<file path="src/rtl/serial_paralelo_sync_pkg.sv">
// Shared types and constants for the serial-to-parallel word aligner.
// Holds the FSM state encoding, the default alignment symbol and a counter-width helper.
package serial_paralelo_sync_pkg;

    typedef enum logic [1:0] {
        ST_HUNT   = 2'd0,
        ST_ALIGN  = 2'd1,
        ST_LOCKED = 2'd2
    } state_e;

    localparam logic [7:0] COM_SYM = 8'hBC;

    // Width needed to count up to max_val without saturation
    function automatic int cnt_width(input int max_val);
        return $clog2(max_val) + 1;
    endfunction

endpackage

</file>
<file path="src/rtl/serial_paralelo_sync_des_shift_reg.sv">
// Deserialiser shift register: exposes the word that includes the bit being sampled now,
// so the control logic can act on a word at the same edge that completes it.
module des_shift_reg
    import serial_paralelo_sync_pkg::*;
#(
    parameter int                WORD_W = 8,
    parameter logic [WORD_W-1:0] COM    = WORD_W'(COM_SYM)
) (
    input  logic              clk_32f,
    input  logic              reset,
    input  logic              data_in,
    output logic [WORD_W-1:0] nxt,
    output logic              is_com
);

    // Only WORD_W-1 history bits are needed; the newest bit comes straight from data_in
    logic [WORD_W-2:0] hist_q;

    assign nxt    = {hist_q, data_in};
    assign is_com = (nxt == COM);

    always_ff @(posedge clk_32f or posedge reset) begin
        if (reset) begin
            hist_q <= '0;
        end else begin
            hist_q <= nxt[WORD_W-2:0];
        end
    end

endmodule

</file>
<file path="src/rtl/serial_paralelo_sync.sv">
// MSB-first serial-to-parallel receiver with COM-based word alignment, lock
// qualification over consecutive COMs and lock loss after a run of non-COM words.
module serial_paralelo_sync
    import serial_paralelo_sync_pkg::*;
#(
    parameter int                WORD_W     = 8,
    parameter logic [WORD_W-1:0] COM        = WORD_W'(COM_SYM),
    parameter int                LOCK_COUNT = 4,
    parameter int                MAX_GAP    = 16
) (
    input  logic              clk_32f,
    input  logic              reset,
    input  logic              data_in,
    output logic [WORD_W-1:0] data_out,
    output logic              valid_out,
    output logic              com_out,
    output logic              active
);

    localparam int BW = cnt_width(WORD_W - 1);
    localparam int CW = cnt_width(LOCK_COUNT);
    localparam int GW = cnt_width(MAX_GAP);

    logic [WORD_W-1:0] nxt;
    logic              is_com;

    des_shift_reg #(
        .WORD_W (WORD_W),
        .COM    (COM)
    ) u_shift (
        .clk_32f (clk_32f),
        .reset   (reset),
        .data_in (data_in),
        .nxt     (nxt),
        .is_com  (is_com)
    );

    state_e            state_q, state_d;
    logic [BW-1:0]     bit_cnt_q, bit_cnt_d;
    logic [CW-1:0]     com_cnt_q, com_cnt_d;
    logic [GW-1:0]     gap_cnt_q, gap_cnt_d;
    logic [WORD_W-1:0] data_q, data_d;
    logic              valid_q, valid_d;
    logic              com_q, com_d;
    logic              active_q, active_d;
    logic              boundary;

    assign boundary = (bit_cnt_q == BW'(WORD_W - 1));

    always_comb begin
        state_d   = state_q;
        bit_cnt_d = boundary ? '0 : bit_cnt_q + BW'(1);
        com_cnt_d = com_cnt_q;
        gap_cnt_d = gap_cnt_q;
        data_d    = data_q;
        valid_d   = 1'b0;
        com_d     = 1'b0;
        active_d  = active_q;

        case (state_q)
            ST_HUNT: begin
                // Bit-by-bit search; a match defines the new word phase
                if (is_com) begin
                    bit_cnt_d = '0;
                    com_cnt_d = CW'(1);
                    com_d     = 1'b1;
                    data_d    = COM;
                    if (LOCK_COUNT == 1) begin
                        state_d   = ST_LOCKED;
                        active_d  = 1'b1;
                        gap_cnt_d = '0;
                    end else begin
                        state_d = ST_ALIGN;
                    end
                end
            end
            ST_ALIGN: begin
                if (boundary) begin
                    if (is_com) begin
                        com_cnt_d = com_cnt_q + CW'(1);
                        com_d     = 1'b1;
                        data_d    = COM;
                        if (com_cnt_q + CW'(1) == CW'(LOCK_COUNT)) begin
                            state_d   = ST_LOCKED;
                            active_d  = 1'b1;
                            gap_cnt_d = '0;
                        end
                    end else begin
                        state_d   = ST_HUNT;
                        com_cnt_d = '0;
                    end
                end
            end
            ST_LOCKED: begin
                if (boundary) begin
                    data_d = nxt;
                    if (is_com) begin
                        com_d     = 1'b1;
                        gap_cnt_d = '0;
                    end else begin
                        valid_d   = 1'b1;
                        gap_cnt_d = gap_cnt_q + GW'(1);
                        // The final gap word is still delivered before lock is dropped
                        if (gap_cnt_q + GW'(1) == GW'(MAX_GAP)) begin
                            state_d   = ST_HUNT;
                            active_d  = 1'b0;
                            com_cnt_d = '0;
                        end
                    end
                end
            end
            default: begin
                state_d  = ST_HUNT;
                active_d = 1'b0;
            end
        endcase
    end

    always_ff @(posedge clk_32f or posedge reset) begin
        if (reset) begin
            state_q   <= ST_HUNT;
            bit_cnt_q <= '0;
            com_cnt_q <= '0;
            gap_cnt_q <= '0;
            data_q    <= '0;
            valid_q   <= 1'b0;
            com_q     <= 1'b0;
            active_q  <= 1'b0;
        end else begin
            state_q   <= state_d;
            bit_cnt_q <= bit_cnt_d;
            com_cnt_q <= com_cnt_d;
            gap_cnt_q <= gap_cnt_d;
            data_q    <= data_d;
            valid_q   <= valid_d;
            com_q     <= com_d;
            active_q  <= active_d;
        end
    end

    assign data_out  = data_q;
    assign valid_out = valid_q;
    assign com_out   = com_q;
    assign active    = active_q;

endmodule

</file>
<file path="config.mk">
export PLATFORM = sky130hd
export DESIGN_NAME = serial_paralelo_sync
export DESIGN_NICKNAME = d
export VERILOG_FILES = /design/src/rtl/serial_paralelo_sync_pkg.sv /design/src/rtl/serial_paralelo_sync_des_shift_reg.sv /design/src/rtl/serial_paralelo_sync.sv
export SDC_FILE = /design/constraint.sdc
export NUM_CORES = 1
export LEC_CHECK = 0
export BUFFER_PORTS_ARGS = -buffer_cell sky130_fd_sc_hd__buf_2
export CAP_MARGIN = 5
export CORE_ASPECT_RATIO = 1.1
export CORE_MARGIN = 2
export CORE_UTILIZATION = 40
export CTS_CLUSTER_DIAMETER = 50
export DETAILED_ROUTE_END_ITERATION = 8
export MAX_ROUTING_LAYER = met4
export PLACE_DENSITY = 0.59
export SYNTH_ARGS = -nofsm -noshare
export SYNTH_HDL_FRONTEND = slang
export SYNTH_SLANG_ARGS = --single-unit
</file>
<file path="constraint.sdc">
create_clock -name clk_32f -period 1.7 [get_ports clk_32f]
set_input_delay 0.34 -clock clk_32f [delete_from_list [all_inputs] [get_ports clk_32f]]
set_output_delay 0.34 -clock clk_32f [all_outputs]
set_load 0.03 [all_outputs]
</file>
Word level (Yosys, flattened, before mapping)
Cells that the tools add are included.
Word-level totals
  flip-flop bits (word level): 32
  bits in latches: 0
  RAM bits: 0
  ROM bits: 0
  input bits: 3
  output and inout bits: 11
  logic and storage cells: 77
  memories kept: 0
Operators by class
  add/subtract/negate cells: 3
  $mul: 0
  divide/modulo/power cells: 0
  magnitude comparators: 0
  eq/ne operators: 14
  shift-type cells: 0
  multiplexer cells: 41
  bitwise operators: 1
  reduce and logical (&&, ||, !) cells: 9
Operator list (count)
  5-bit 2-to-1 mux: 5
  8-bit 2-to-1 mux: 3
  8-bit one-hot mux with 3 select lines: 1
  3-bit 2-to-1 mux: 6
  2-bit 2-to-1 mux: 7
  2-bit != test, second input constant: 7
  4-bit 2-to-1 mux: 3
  6-bit AND reduction: 2
  1-bit 2-to-1 mux: 11
  5-bit one-hot mux with 2 select lines: 1
  3-bit one-hot mux with 3 select lines: 1
  8-bit equality test, second input constant: 1
  7-bit AND reduction: 1
  2-bit one-hot mux with 3 select lines: 1
  5-bit by 1-bit adder with 5-bit output, second input constant: 1
  5-bit equality test, second input constant: 1
  5-bit AND reduction: 1
  4-bit by 1-bit adder with 4-bit output, second input constant: 1
  4-bit by 3-bit equality test with 1-bit output, second input constant: 1
  3-bit by 1-bit adder with 3-bit output, second input constant: 1
  3-bit equality test, second input constant: 1
  3-bit != test, second input constant: 1
  1-bit one-hot mux with 3 select lines: 1
  3-bit AND reduction: 1
  8 further kinds: 8

Depth between registers and ports, before layout
  word-level depth: 6
  mapped depth: 8
  gate-level depth less buffers: 7

Cells and area by module
From an unflattened synthesis, not the netlist that was laid out.
Second synthesis, totals
  cells, all modules: 148
  area total of the unflattened synthesis: 1539.0 µm²
Modules (own cells, without submodules)
  serial_paralelo_sync: instances 1, cells an instance 136, area each 1327.5 µm², seq. area each 625.6 µm²
  des_shift_reg: instances 1, cells an instance 12, area each 211.5 µm², seq. area each 175.2 µm²

Least setup slack after synthesis
Ideal clock, no wire load.
  kind: reg2reg
  start: register state_q[0]
  end: register com_cnt_q[0]
  setup time: 125 ps
  data arrival time: 1618 ps
  data required time: 1575 ps
  path slack: -42 ps
  stages on the path, launching flop included: 8
  path buffers: 1
  period minus slack after synthesis: 1742 ps
  cell sequence: dfrtp_1 -> inv_1 -> ha_1 -> clkbuf_8 -> inv_1 -> a211o_1 -> o2111ai_2 -> mux2_2
Between the ends
  longest elaborated chain between the ends: 3
  elaborated cells between the ends (all ways): 11
  those cells by class: eq/ne: 7; mux: 1; reduce/logical: 3
RTL lines
  start: declaration: line serial_paralelo_sync.sv:38  | state_e state_q, state_d;
  start signal: assignment: line serial_paralelo_sync.sv:130  | state_q <= state_d;
  2-bit equality test, or another cell as far along: line serial_paralelo_sync.sv:60  | case (state_q)
  2-bit != test (no line) / 3-bit nonzero test (equally long branches)
  6-bit AND reduction (no line)
  end signal: assignment: line serial_paralelo_sync.sv:132  | com_cnt_q <= com_cnt_d;
  end: declaration: line serial_paralelo_sync.sv:40  | logic [CW-1:0] com_cnt_q, com_cnt_d;
Parallel ways exist; a longest one is shown, timed or not.
A chain may end at the register's enable or synchronous reset.

Worst setup path after layout
  start: register u_shift.hist_q[0]
  end: register gap_cnt_q[2]
Between the ends
  longest elaborated chain between the ends: 4
  elaborated cells between the ends (all ways): 6
  those cells by class: eq/ne: 2; mux: 3; reduce/logical: 1
RTL lines
  start: declaration: line serial_paralelo_sync_des_shift_reg.sv:17  | logic [WORD_W-2:0] hist_q;
  start signal: assignment: line serial_paralelo_sync_des_shift_reg.sv:26  | hist_q <= nxt[WORD_W-2:0];
  8-bit equality test (*): line serial_paralelo_sync_des_shift_reg.sv:20  | assign is_com = (nxt == COM);
  5-bit 2-to-1 mux: line serial_paralelo_sync.sv:97  | if (is_com) begin
  5-bit 2-to-1 mux: line serial_paralelo_sync.sv:95  | if (boundary) begin
  5-bit one-hot mux with 2 select lines: line serial_paralelo_sync.sv:60
  end signal: assignment: line serial_paralelo_sync.sv:133  | gap_cnt_q <= gap_cnt_d;
  end: declaration: line serial_paralelo_sync.sv:41  | logic [GW-1:0] gap_cnt_q, gap_cnt_d;
Every way passes the cells marked *; elsewhere a longest branch is shown, timed or not. The select of a mux whose other input is x is not followed.

==> load_flow_metrics.sql <==
INSERT INTO impl_metrics (metric_group, metric, value, unit) VALUES
('global_routing', 'grt_pass1_vias', '1317', ''),
('detailed_routing', 'wirelength_met1', '1.442', 'mm'),
('job', 'maxCapViolCount', '0', ''),
('floorplan', 'floorplan.initialDensity', '41.95', '%'),
('clocking', 'numClockSinks', '32', ''),
('detailed_routing', 'post-route-drc-count', '0', ''),
('yosys', 'syn-num-nets', '157', ''),
('clocking', 'cts-root-buf', 'clkbuf_8', ''),
('global_routing', 'antenna_found_initial', '0', ''),
('worst_setup_path', 'worstPathArrival', '1860', 'ps'),
('timing', 'fin_tns_setup', '-6.382', 'ps'),
('detailed_routing', 'count_of_vias_placed_by_the_detailed_router', '1272', ''),
('worst_setup_path', 'critical_path_peak_fanout', '5', ''),
('yosys', 'synth_cell_type_count', '39', ''),
('worst_setup_path', 'crit_chain', 'nand4bb_4, or2_1, or3_4, a21oi_4, a31oi_1', ''),
('clocking', 'tritoncts', 'done', ''),
('run_status', 'violated_checks', 'negative setup slack', ''),
('global_routing', 'gr-usage-all-layers', '17.73', '%'),
('detailed_routing', 'route.final.wire_length', '3.418', 'mm'),
('global_routing', 'grt_pass1_wl', '5.837', 'mm'),
('layout', 'fillerInstances', '348', ''),
('timing', 'period_needed', '1705', 'ps'),
('global_routing', 'grt_remaining_overflow', '0', ''),
('clocking', 'worstSkewPairLatency', '280', 'ps'),
('clocking', 'hold_buffers', '0', ''),
('detailed_routing', 'dr.pass1.iters', '4', ''),
('yosys', 'syn-mean-instance-area', '10.66', 'µm²'),
('layout', 'design.final.nets', '207', ''),
('detailed_routing', 'detailroute.wirelength.met3', '135', 'µm'),
('clocking', 'clockBufferDepth', '2', ''),
('yosys', 'yosys_warnings', '0', ''),
('placement', 'hpwl', '2.319', 'mm'),
('timing', 'max_clock_freq', '586.4', 'MHz'),
('timing', 'hold_viol', '0', ''),
('detailed_routing', 'met2_wirelength', '1.784', 'mm'),
('floorplan', 'core_area', '3684', 'µm²'),
('worst_setup_path', 'endpoint_of_the_most_critical_register_to_register_path', 'gap_cnt_q[2]$_DFFE_PP0P_', ''),
('layout', 'insertedDiodeCount', '0', ''),
('timing', 'slew_headroom', '73.44', '%'),
('min_path', 'timing.hold.worst.class', 'in -> async', ''),
('run_status', 'run_status', 'finished, violations left', ''),
('worst_setup_path', 'maximum_cell_stage_delay_along_the_critical_path', '390', 'ps'),
('floorplan', 'floorplan.io_pins', '14', ''),
('power_and_ir_drop', 'peakVddDrop', '0.3955', 'mV'),
('detailed_routing', 'ant_nets', '0', ''),
('clocking', 'tritoncts.num_buffers', '5', ''),
('floorplan', 'fp.dieArea', '4377', 'µm²'),
('worst_setup_path', 'cp.required', '1850', 'ps'),
('timing', 'grt_setup_unrepaired', 'yes', ''),
('timing', 'fin_ws', '-5.368', 'ps'),
('timing', 'worst_pin_slew', '398.5', 'ps'),
('detailed_routing', 'first_iter_violations', '62', ''),
('worst_setup_path', 'critical_path.endpoint_type', 'register', ''),
('worst_setup_path', 'worstReg2RegStart', 'u_shift.hist_q[0]$_DFF_PP0_', ''),
('floorplan', 'dieHeight', '69.19', 'µm'),
('placement', 'place.gp.congestion', '0.9397', ''),
('worst_setup_path', 'timing.reg2reg.setup_slack', '-5', 'ps'),
('global_routing', 'grt_start_max_net_pins', '33', ''),
('layout', 'area_delta_synth_final', '31.01', '%'),
('yosys', 'ys_seq_elements', '32', ''),
('layout', 'layout.core_utilization', '54.96', '%'),
('timing', 'maxSlewViolCount', '0', ''),
('yosys', 'synth_cells', '145', ''),
('timing', 'setup-violations-final', '2', ''),
('timing', 'finalCritPeriodShare', '100.3', '%'),
('timing', 'worst_clock_skew_on_the_final_layout', '4.739', 'ps'),
('power_and_ir_drop', 'power.density', '1032', 'nW/µm²'),
('power_and_ir_drop', 'total_power', '2.089', 'mW'),
('worst_setup_path', 'timing.critical_path.from_type', 'register', ''),
('detailed_routing', 'wl_per_cell', '13.95', 'µm'),
('detailed_routing', 'uppermost_metal_layer_occupied_by_signal_nets', 'met4', '');
-- per-stage QoR --
step / hold WS (ps) / cell area, µm² / cells
global placement: 401.3 / 1834 / 230
CTS: 139.7 / 1931 / 238
floorplan: 371.4 / 1545 / 145
global route: 163.7 / 2024 / 245
detailed placement: 413.0 / 1834 / 230
finish: 131.5 / 2024 / 245
-- sequential cells by signal, indices dropped and copies added, names as in the netlist --
register and cells:
state_q 2, u_shift.hist_q 7, active 1, com_cnt_q 3
com_out 1, bit_cnt_q 4, gap_cnt_q 5, valid_out 1
data_out 8
-- layout by cell type (no fill, tap or decap), drive strengths merged, types with 3 or more instances in the layout --
cell / synthesis / layout
a21oi: 10 / 10
dfrtp: 32 / 32
nor3: 5 / 5
nand3: 4 / 4
ha: 9 / 9
nand2: 20 / 20
o2111ai: 3 / 3
buf: 1 / 45
a31oi: 4 / 4
inv: 10 / 10
o21ai: 14 / 14
nor2: 6 / 6
clkbuf: 1 / 6
-- cell type report --
class / instances / area [µm²] / area share [%]
clock inverters: 1 / 5.005 / 0.2472
well taps: 50 / 62.56 / 3.090
repair buffers: 45 / 302.8 / 14.96
inverters: 10 / 37.54 / 1.854
flip-flops and latches: 32 / 800.8 / 39.56
multi-input cells: 101 / 743.2 / 36.71
clock buffers: 6 / 72.57 / 3.585
-- layer usage --
metal | global-route usage [%] | vias to the layer above
met5 | - | -
met4 | 7.971 | 0
met3 | 4.870 | 8
met2 | 30.26 | 28
met1 | 19.16 | 620
li1 | - | 616
-- cells by family after synthesis --
logic type	Yosys count	share of synthesized area, %
AO/OA/AOI/OAI	42	17.49
XOR/XNOR	3	1.701
adder cells (fa/ha/maj)	9	7.288
buffers and inverters	12	3.643
flip-flops	32	51.82
multiplexers	3	2.024
AND/OR/NAND/NOR	44	16.03
-- worst max-delay path by stage --
stage                                      startpoint                       end  slack, ps  cells after the start
after global routing           state_q[1]$_DFFE_PP0P_  com_cnt_q[2]$_DFFE_PP0P_       -100                      7
after CTS                      bit_cnt_q[1]$_DFF_PP0_  com_cnt_q[2]$_DFFE_PP0P_          2                      6
after detailed placement                      data_in  gap_cnt_q[4]$_DFFE_PP0P_       -110                      6
after global placement                        data_in  gap_cnt_q[2]$_DFFE_PP0P_        -70                      6
after floorplan                state_q[0]$_DFFE_PP0P_  com_cnt_q[0]$_DFFE_PP0P_        -40                      7
final                     u_shift.hist_q[0]$_DFF_PP0_  gap_cnt_q[2]$_DFFE_PP0P_         -5                      5
-- worst max-delay path: cells and delay by family (launching register included) --
kind               cells  cell delay [ps]
and+or+nand+nor        3              870
DFF                    1              390
AOI/OAI and AO/OA      2              300
-- cell usage after synthesis (all sizes together) --
master | number | area share (%)
nor2 | 6 | 1.6
o211ai | 1 | 0.49
mux2i | 2 | 1.3
or2 | 1 | 0.41
o2111a | 1 | 0.73
ha | 9 | 7.3
a211oi | 2 | 0.97
dfrtp | 32 | 52
or3 | 1 | 0.41
o2111ai | 3 | 2.1
a211o | 1 | 0.57
and4b | 1 | 0.65
nand2b | 1 | 0.41
o41ai | 1 | 0.57
a22o | 1 | 0.57
a41oi | 1 | 0.57
o21ai | 14 | 4.5
o22ai | 2 | 0.81
nand2 | 20 | 4.9
a21oi | 10 | 3.5
a31oi | 4 | 1.6
nand4bb | 1 | 1.8
nand3 | 4 | 1.3
inv | 10 | 2.4
xor2 | 1 | 0.57
clkbuf | 1 | 0.89
a21boi | 1 | 0.49
nor3 | 5 | 1.6
and3b | 1 | 0.57
and3 | 1 | 0.41
nand3b | 1 | 0.49
buf | 1 | 0.32
nand4b | 1 | 1.5
xnor2 | 2 | 1.1
mux2 | 1 | 0.73
-- where the power goes --
part	leakage (nW)	internal, mW	switching, mW	total [mW]
sequential	0.408	0.856	0.0680	0.924
combinational	0.506	0.295	0.337	0.632
clock	0.0410	0.277	0.257	0.534
-- timing repair --
item                                    4_1_cts  5_1_grt
endpoints found under the setup margin        6       19
cloned                                        0        1
gates resized for setup                       4       14
pin swaps                                     3        7
setup buffers                                 1        6
(Power assumes the default switching activity.)
